<file path="src/rtl/seq_arith_if.sv">
// seq_arith_if: operand/result handshake bundle for seq_arith_unit
interface seq_arith_if #(
  parameter int WIDTH = 8
) ();
  logic in_valid;
  logic in_ready;
  logic [WIDTH-1:0] A;
  logic [WIDTH-1:0] B;
  logic [1:0] op;
  logic sat;
  logic out_valid;
  logic out_ready;
  logic [WIDTH-1:0] Out;
  logic overflow;
  modport master (
    output in_valid, A, B, op, sat, out_ready,
    input in_ready, out_valid, Out, overflow
  );
  modport slave (
    input in_valid, A, B, op, sat, out_ready,
    output in_ready, out_valid, Out, overflow
  );
endinterface

</file>
<file path="src/rtl/seq_arith_unit.sv">
// seq_arith_unit: handshaked signed add/sub and iterative shift-add mul with optional saturation
module seq_arith_unit #(
  parameter int WIDTH = 8
) (
  input logic clk,
  input logic rst,
  seq_arith_if.slave bus
);
  localparam int CNT_W = $clog2(WIDTH + 1);
  localparam logic [1:0] IDLE = 2'd0;
  localparam logic [1:0] MUL = 2'd1;
  localparam logic [1:0] DONE = 2'd2;
  localparam logic [WIDTH-1:0] MIN = {1'b1, {(WIDTH-1){1'b0}}};
  localparam logic [WIDTH-1:0] MAX = ~MIN;
  localparam logic [CNT_W-1:0] LAST = CNT_W'(WIDTH - 1);
  logic [1:0] state;
  logic [2*WIDTH-1:0] acc, a_sh, acc_nx;
  logic [WIDTH-1:0] b_sh, a_mag, b_mag, out_r, as_res, mul_res, prod_lo;
  logic [WIDTH:0] sum;
  logic [CNT_W-1:0] cnt;
  logic neg, sat_r, ovf_r, sum_ovf, mul_ovf, accept;
  always_comb begin
    accept = bus.in_valid && state == IDLE;
    sum = bus.op[0] ? {bus.A[WIDTH-1], bus.A} - {bus.B[WIDTH-1], bus.B}
                    : {bus.A[WIDTH-1], bus.A} + {bus.B[WIDTH-1], bus.B};
    sum_ovf = sum[WIDTH] ^ sum[WIDTH-1];
    as_res = bus.op[1] ? '0 : sum_ovf && bus.sat ? (sum[WIDTH] ? MIN : MAX) : sum[WIDTH-1:0];
    a_mag = bus.A[WIDTH-1] ? -bus.A : bus.A;
    b_mag = bus.B[WIDTH-1] ? -bus.B : bus.B;
    acc_nx = acc + (b_sh[0] ? a_sh : '0);
    prod_lo = neg ? -acc_nx[WIDTH-1:0] : acc_nx[WIDTH-1:0];
    mul_ovf = acc_nx > (neg ? {{WIDTH{1'b0}}, MIN} : {{WIDTH{1'b0}}, MAX});
    mul_res = mul_ovf && sat_r ? (neg ? MIN : MAX) : prod_lo;
  end
  always_ff @(posedge clk) begin
    if (rst) begin
      state <= IDLE;
      acc <= '0;
      a_sh <= '0;
      b_sh <= '0;
      cnt <= '0;
      neg <= 1'b0;
      sat_r <= 1'b0;
      out_r <= '0;
      ovf_r <= 1'b0;
    end else if (accept) begin
      state <= bus.op == 2'b10 ? MUL : DONE;
      out_r <= as_res;
      ovf_r <= !bus.op[1] && sum_ovf;
      acc <= '0;
      a_sh <= {{WIDTH{1'b0}}, a_mag};
      b_sh <= b_mag;
      cnt <= '0;
      neg <= (bus.A[WIDTH-1] ^ bus.B[WIDTH-1]) && |bus.A && |bus.B;
      sat_r <= bus.sat;
    end else if (state == MUL) begin
      acc <= acc_nx;
      a_sh <= a_sh << 1;
      b_sh <= b_sh >> 1;
      cnt <= cnt + 1'b1;
      state <= cnt == LAST ? DONE : MUL;
      out_r <= cnt == LAST ? mul_res : out_r;
      ovf_r <= cnt == LAST ? mul_ovf : ovf_r;
    end else if (state == DONE && bus.out_ready) begin
      state <= IDLE;
    end
  end
  assign bus.in_ready = state == IDLE;
  assign bus.out_valid = state == DONE;
  assign bus.Out = out_r;
  assign bus.overflow = ovf_r;
endmodule

</file>
<file path="src/flat_wrapper.sv">
// flat-port wrapper written by rule: the top's interface ports become plain ports
module seq_arith_unit_flat 
#(
  parameter int WIDTH = 8
)
  (clk, rst, bus_in_valid, bus_A, bus_B, bus_op, bus_sat, bus_out_ready, bus_in_ready, bus_out_valid, bus_Out, bus_overflow);
  seq_arith_if #(.WIDTH(WIDTH)) bus_i ();
  input logic clk;
  input logic rst;
  input wire logic [$bits(bus_i.in_valid)-1:0] bus_in_valid;
  input wire logic [$bits(bus_i.A)-1:0] bus_A;
  input wire logic [$bits(bus_i.B)-1:0] bus_B;
  input wire logic [$bits(bus_i.op)-1:0] bus_op;
  input wire logic [$bits(bus_i.sat)-1:0] bus_sat;
  input wire logic [$bits(bus_i.out_ready)-1:0] bus_out_ready;
  output wire logic [$bits(bus_i.in_ready)-1:0] bus_in_ready;
  output wire logic [$bits(bus_i.out_valid)-1:0] bus_out_valid;
  output wire logic [$bits(bus_i.Out)-1:0] bus_Out;
  output wire logic [$bits(bus_i.overflow)-1:0] bus_overflow;
  assign bus_i.in_valid = bus_in_valid;
  assign bus_i.A = bus_A;
  assign bus_i.B = bus_B;
  assign bus_i.op = bus_op;
  assign bus_i.sat = bus_sat;
  assign bus_i.out_ready = bus_out_ready;
  assign bus_in_ready = bus_i.in_ready;
  assign bus_out_valid = bus_i.out_valid;
  assign bus_Out = bus_i.Out;
  assign bus_overflow = bus_i.overflow;
  seq_arith_unit #(.WIDTH(WIDTH)) u_core (.clk(clk), .rst(rst), .bus(bus_i));
endmodule
</file>
<file path="config.mk">
export PLATFORM = sky130hd
export DESIGN_NAME = seq_arith_unit_flat
export DESIGN_NICKNAME = d
export VERILOG_FILES = /design/src/rtl/seq_arith_if.sv /design/src/rtl/seq_arith_unit.sv /design/src/flat_wrapper.sv
export SDC_FILE = /design/constraint.sdc
export NUM_CORES = 1
export LEC_CHECK = 0
export BUFFER_PORTS_ARGS = -buffer_cell sky130_fd_sc_hd__buf_2
export CAP_MARGIN = 40
export CORE_ASPECT_RATIO = 1.5
export CORE_UTILIZATION = 39
export CTS_BUF_LIST = sky130_fd_sc_hd__clkbuf_4
export DETAILED_ROUTE_END_ITERATION = 12
export PLACE_DENSITY = 0.57
export SLEW_MARGIN = 40
export SYNTH_ARGS = -nofsm -noshare
export SYNTH_HDL_FRONTEND = slang
export SYNTH_SLANG_ARGS = --single-unit
export TNS_END_PERCENT = 5
</file>
<file path="constraint.sdc">
create_clock -name clk -period 4.9 [get_ports clk]
set_input_delay 0.245 -clock clk [delete_from_list [all_inputs] [get_ports clk]]
set_output_delay 0.245 -clock clk [all_outputs]
set_load 0.01 [all_outputs]
</file>
==> flow_summary_export.csv, run 1 <==
group,metric,value,unit
run_status,outcome,"finished clean",
clock_tree,clk_pin_slew,110,ps
floorplan,placeableCoreArea,11000,sq um
floorplan,die_h,132,microns
global_route,grt_pass1_vias,3982,
sta,min_period,4610,ps
yosys,syn_inst,579,
place,hpwl,9.24,mm
detailed_routing,drt_iter0_drc,191,
setup_path,cp_slowest_cell,"or4_4",
setup_path,crit_type,"reg2reg",
pwr,swShare,36.0,%
pwr,p_leak,2.05,nW
sta,slew_headroom,58.3,%
setup_path,path_buf_inv,3,
sta,min_period_over_period,94.1,%
clock_tree,postCtsSetupRepairBufs,0,
detailed_routing,viasPerCell,5.46,
job,cap_viol_max_count,0,
sta,setup-violations-final,0,
yosys,synth_nets,640,
floorplan,rows,47,
pwr,power,1.11,mW
place,io_buffers,33,
pwr,intPower,0.712,mW
detailed_routing,drc,0,
floorplan,die_area,11700,sq um
sta,hold_slack,93.5,ps
min_path,hp-class,"in2reg",
pwr,ir_drop,0.000165,V
yosys,synth_flop_cell,"dfxtp_1",
clock_tree,clkSinkCount,57,
place,globalplace.congestion,0.901,
yosys,synthArstFlopShare,0,%
pwr,pwr-share-comb,27.5,%
place,postPlaceCellArea,4710,sq um
setup_path,cp_cell_sequence,"nand2_1 -> inv_1 -> ha_1 -> a21o_1 -> a21oi_1 -> xor2_1 -> inv_1 -> ha_1 -> a21oi_1 -> a21oi_1 -> o22a_2 -> or4b_1 -> or4_4 -> o31ai_4 -> buf_12 -> a21oi_1 -> o311a_1",
layout,drive_above_1_share,12.1,%
pwr,clkPwrFrac,27.2,%
pwr,pwr-share-seq,45.3,%
yosys,synth_cell_type_count,63,
sta,fin_skew,15.2,ps
setup_path,r2r_start,"u_core.b_sh[0]$_SDFFE_PP0P_",
floorplan,io_pins,34,
sta,rsz0062_at_grt,"false",
setup_path,cp.arrival,4940,ps
sta,slew_viol_final,0,
min_path,hp-start,"bus_A[0]",
setup_path,slowest_delay,590,ps
setup_path,crit_path_end_kind,"flip-flop",
setup_path,critPathLaunch,"u_core.b_sh[0]$_SDFFE_PP0P_",
layout,fin_nets,668,
yosys,synth_area,4400,sq um
detailed_routing,ant_nets,0,
clock_tree,hold_buffers,0,
sta,hold_violations,0,
setup_path,critPathTopFamily,"compound AO/OA/AOI/OAI gates",
layout,fin_util,44.1,%
yosys,ys_ff_latch,57,
yosys,ys_warn_count,0,
floorplan,start_util,40.0,%
clock_tree,clockRootBuffer,"clkbuf_4",
clock_tree,worstSkewPairLatency,430,ps
clock_tree,cts_max_path_buffers,2,
setup_path,path_common_cell,"a21oi_1",
sta,fmax,217,MHz
setup_path,worst_setup_path_start_kind,"flip-flop",
layout,area_growth,10.1,%
layout,final_area,4850,sq um
pwr,p_switching,0.401,mW
global_route,grt_pass1_wl,19.5,mm
clock_tree,cts_buffers,9,
sta,tightest_slew,622,ps
yosys,synth_seq_area_share,25.9,%
layout,nFillCells,1154,
clock_tree,cts_tree,"built",
global_route,grt_max_degree,39,
clock_tree,cts_resized,0,
setup_path,cp_max_fo,12,
detailed_routing,drtPass1Iterations,4,
floorplan,die_w,88.7,microns
global_route,grt-ovfl-total,0,
detailed_routing,wirelength,12.0,mm
global_route,antenna_found_initial,1,
detailed_routing,routedWlPerCell,15.8,microns
global_route,grt_usage,22.0,%
sta,fin_setup_tns,0,ps
yosys,synth.avg_cell_area,7.60,sq um
pwr,power_density,230,nW/um^2
clock_tree,h-tree-depth,3,
detailed_routing,vias,4147,
setup_path,required,5230,ps
yosys,synth-edff-count,0,
[worst min-delay path: cells and delay by family]
kind | cells | cell delay (ps)
buf+inv | 1 | 130
compound gates | 1 | 50
simple gates | 1 | 60
[layout make-up]
cell class	instances	area (sq um)	area share [%]
Multi-Input combinational cell	473	3060	63.0
Sequential cell	57	1140	23.5
Timing Repair Buffer	46	275	5.68
Tap cell	147	184	3.79
Inverter	20	75.1	1.55
Clock buffer	9	67.6	1.39
Clock inverter	7	46.3	0.955
Antenna cell	1	2.50	0.0516
[kinds of logic (layout without fill, tap and decap cells)]
| kind of cell | count (synthesis) | count (layout) | synth area share (%) |
|---|---|---|---|
| and+or+nand+nor | 236 | 236 | 25.2 |
| AOI/OAI and AO/OA | 153 | 153 | 23.0 |
| DFF | 57 | 57 | 25.9 |
| buffers and inverters | 49 | 82 | 4.69 |
| xor gates and xnor gates | 40 | 40 | 8.64 |
| adders and majority gates | 38 | 38 | 11.1 |
| muxes | 6 | 6 | 1.39 |
| other | 0 | 1 | 0 |
[through the flow]
stage,cells,setup slack [ps]
after detailed placement,742,179
after global routing,760,49.0
after CTS,758,146
after global placement,742,275
after floorplan,579,323
final,760,289
[routing by layer]
layer  track usage (%)  part of all wire, %  routed length [microns]
met1              23.5                   39                     4680
met2              37.4                   51                     6130
met3              5.01                  4.6                      549
met4              14.4                  5.7                      686
met5                 0                    0                        0
[cell usage after synthesis, drive strengths merged (2+ instances only)]
master / instances / share of area [%]
a2111oi: 5 / 0.99
a211o: 3 / 0.60
a211oi: 10 / 1.9
a21boi: 6 / 1.0
a21o: 8 / 1.4
a21oi: 60 / 6.8
a221oi: 4 / 0.80
a311oi: 6 / 1.2
a31oi: 2 / 0.28
and2: 20 / 2.8
and3: 3 / 0.43
and3b: 2 / 0.40
and4: 2 / 0.43
buf: 4 / 0.85
clkbuf: 25 / 2.1
dfxtp: 57 / 26
fa: 2 / 0.91
ha: 36 / 10
inv: 20 / 1.7
mux2i: 5 / 1.1
nand2: 90 / 7.7
nand2b: 8 / 1.1
nand3: 10 / 1.1
nand4: 5 / 0.71
nor2: 60 / 5.1
nor2b: 9 / 1.3
nor3: 13 / 1.5
nor3b: 2 / 0.34
nor4b: 2 / 0.54
o2111ai: 2 / 0.40
o211ai: 5 / 0.85
o21ai: 24 / 2.7
o22a: 2 / 0.43
o311a: 3 / 0.71
o31a: 2 / 0.40
o31ai: 3 / 0.82
o41ai: 2 / 0.40
or3: 4 / 0.57
or4: 2 / 0.43
xnor2: 23 / 4.6
xor2: 15 / 3.0
xor3: 2 / 1.1
[cell usage in the layout (no fill, tap or decap), types with 15 or more instances in the layout]
cell,netlist,routed
dfxtp_1,57,57
ha_1,36,36
inv_1,20,20
and2_1,19,19
o21ai_0,24,24
nand2_1,90,90
nor2_1,60,60
buf_2,0,33
xor2_1,15,15
xnor2_1,23,23
a21oi_1,60,60
[sequential cells by signal (all words and copies together) (netlist names)]
name and count:
u_core.a_sh 16, u_core.acc 16, u_core.bus.Out 8, u_core.bus.overflow 1, u_core.sat_r 1, u_core.neg 1
u_core.b_sh 8, u_core.state 2, u_core.cnt 4
[power by group through the flow]
stage	clock network, mW	registers (mW)	logic [mW]
2_1_floorplan	0	0.515	0.212
3_3_place_gp	0	0.514	0.304
3_5_place_dp	0	0.514	0.306
4_1_cts	0.318	0.504	0.307
5_1_grt	0.336	0.508	0.340
6_report	0.303	0.504	0.306
[final timing paths]
kind / to / slack [ps] / cells past startpoint
min: u_core.a_sh[0]$_SDFFE_PP0P_ / 90 / 3
max: u_core.bus.Out[4]$_SDFFE_PP0P_ / 290 / 17
max reg2reg: u_core.bus.Out[4]$_SDFFE_PP0P_ / 290 / 17
min reg2reg: u_core.a_sh[15]$_SDFFE_PP0P_ / 460 / 2
Power figures use the tool's default switching activity.
==> run 2, diff against run 1 <==
Settings changed: BUFFER_PORTS_ARGS -buffer_cell sky130_fd_sc_hd__buf_2 to unset, DONT_BUFFER_PORTS set to 1, PLACE_DENSITY 0.57 to 0.54, SLEW_MARGIN 40 to unset.
==> flow_summary_export.csv, run 2 (same netlist as run 1, synthesis figures left out) <==
group,metric,value,unit
pwr,p_leak,1.93,nW
layout,layout_common_cells,"nand2_1 (90), a21oi_1 (60), nor2_1 (60), dfxtp_1 (56), ha_1 (36)",
detailed_routing,wirelength,12.5,mm
setup_path,slowest_delay,590,ps
layout,area_growth,7.42,%
sta,fin_skew,21.0,ps
floorplan,rows,47,
detailed_routing,drtPass1Iterations,5,
pwr,power_density,239,nW/um^2
clock_tree,h-tree-depth,3,
clock_tree,clk_pin_slew,120,ps
detailed_routing,routedWlPerCell,17.2,microns
floorplan,io_pins,34,
place,io_buffers,0,
sta,setup-violations-final,0,
clock_tree,clockRootBuffer,"clkbuf_4",
layout,mostFrequentLayoutCell,"nand2_1",
global_route,grt_usage,22.2,%
setup_path,cp.arrival,4900,ps
setup_path,critPathLaunch,"u_core.a_sh[4]$_SDFFE_PP0P_",
clock_tree,cts_tree,"built",
setup_path,r2r_start,"u_core.a_sh[4]$_SDFFE_PP0P_",
detailed_routing,drt_iter0_drc,197,
layout,largestRegisters,"u_core.a_sh: 16 flops, u_core.acc: 16 flops",
sta,min_period,4580,ps
place,globalplace.congestion,0.884,
setup_path,crit_type,"reg2reg",
sta,slew_headroom,40.6,%
detailed_routing,vias,4117,
place,hpwl,9.45,mm
setup_path,r2r_cells,17,
detailed_routing,drc,0,
floorplan,start_util,40.0,%
layout,diodes,0,
clock_tree,clkSinkCount,57,
setup_path,crit_path_end_kind,"flip-flop",
setup_path,cp_max_fo,7,
global_route,grt_max_degree,41,
sta,slew_viol_final,0,
layout,drive_above_1_share,7.22,%
setup_path,critPathTopFamily,"compound AO/OA/AOI/OAI gates",
sta,tightest_slew,890,ps
setup_path,endpoint,"u_core.bus.Out[4]$_SDFFE_PP0P_",
global_route,antenna_found_initial,0,
setup_path,path_common_cell,"a21oi_1",
floorplan,die_w,88.7,microns
floorplan,die_area,11700,sq um
setup_path,cp_cell_sequence,"and2_1 -> ha_1 -> nand3_1 -> o2111ai_1 -> a21o_1 -> a21oi_1 -> xnor2_1 -> ha_1 -> a21oi_1 -> o21ai_0 -> o22a_2 -> or4b_1 -> or4_4 -> o31ai_4 -> buf_4 -> a21oi_1 -> o311a_1",
detailed_routing,ant_nets,0,
setup_path,cp_slowest_cell,"or4_4",
sta,rsz0062_at_grt,"false",
layout,fin_nets,639,
clock_tree,worstSkewPairLatency,420,ps
pwr,ir_drop,0.000123,V
job,cap_viol_max_count,0,
floorplan,placeableCoreArea,11000,sq um
sta,hold_slack,33.1,ps
min_path,hp-class,"in2reg",
setup_path,path_buf_inv,1,
run_status,outcome,"finished clean",
clock_tree,cts_buffers,9,
floorplan,die_h,132,microns
sta,hold_violations,0,
global_route,grt_pass1_vias,4055,
sta,fmax,218,MHz
clock_tree,cts_max_path_buffers,2,
sta,min_period_over_period,93.4,%
sta,fin_setup_tns,0,ps
setup_path,reg2reg_to,"u_core.bus.Out[4]$_SDFFE_PP0P_",
detailed_routing,viasPerCell,5.65,
setup_path,required,5220,ps
setup_path,reg2reg_slack,320,ps
setup_path,worst_setup_path_start_kind,"flip-flop",
setup_path,cp_num_cells,17,
global_route,grt-ovfl-total,0,
global_route,grt_pass1_wl,19.8,mm
run 2: through the flow:
| step | utilization [%] | instances | area, sq um | power [mW] | setup slack (ps) |
|---|---|---|---|---|---|
| finish | 43.0 | 729 | 4730 | 1.13 | 322 |
| global placement | 41.3 | 708 | 4540 | 0.785 | 270 |
| detailed placement | 41.3 | 708 | 4540 | 0.792 | 111 |
| floorplan | - | 579 | 4400 | 0.728 | 323 |
| CTS | 42.7 | 726 | 4700 | 1.14 | 77.8 |
| global route | 43.0 | 729 | 4730 | 1.19 | 50.5 |
run 2: metal layers:
metal / global-route usage, % / wire (microns) / vias to the layer above
met5: 0 / 0 / -
met4: 11.6 / 546 / 0
met3: 4.76 / 533 / 31
met2: 40.9 / 6740 / 114
met1: 22.6 / 4710 / 1922
li1: - / - / 2050
run 2: layout make-up:
cell class              count  area, sq um
fillers                  1178         6270
multi-input cells         473         3060
flip-flops and latches     57         1140
well taps                 147          184
repair buffers             17          143
inverters                  20         75.1
clock buffers               9         67.6
clock inverters             6         60.1
run 2: how the worst min path moves through the flow:
stage                  start                              to  slack, ps  cells after the start
finish                   rst  u_core.bus.Out[0]$_SDFFE_PP0P_         30                      2
global route        bus_B[2]     u_core.b_sh[2]$_SDFFE_PP0P_         20                      2
CTS                      rst  u_core.bus.Out[0]$_SDFFE_PP0P_          6                      2
detailed placement       rst  u_core.bus.Out[7]$_SDFFE_PP0P_        320                      1
global placement         rst       u_core.sat_r$_SDFFE_PP0P_        320                      1
floorplan           bus_A[0]     u_core.a_sh[0]$_SDFFE_PP0P_        380                      2
run 2: power breakdown:
group          leakage [nW]  internal [mW]  switching [mW]
clock network        0.0692          0.150           0.193
registers             0.464          0.488          0.0217
logic                  1.40          0.113           0.167
total                  1.93          0.750           0.381
run 2: what timing repair did:
action,4_1_cts,5_1_grt
hold endpoints to repair,26,0
endpoints found under the setup margin,0,7
hold buffers,3,0
gates resized for setup,0,1
setup buffers,0,2
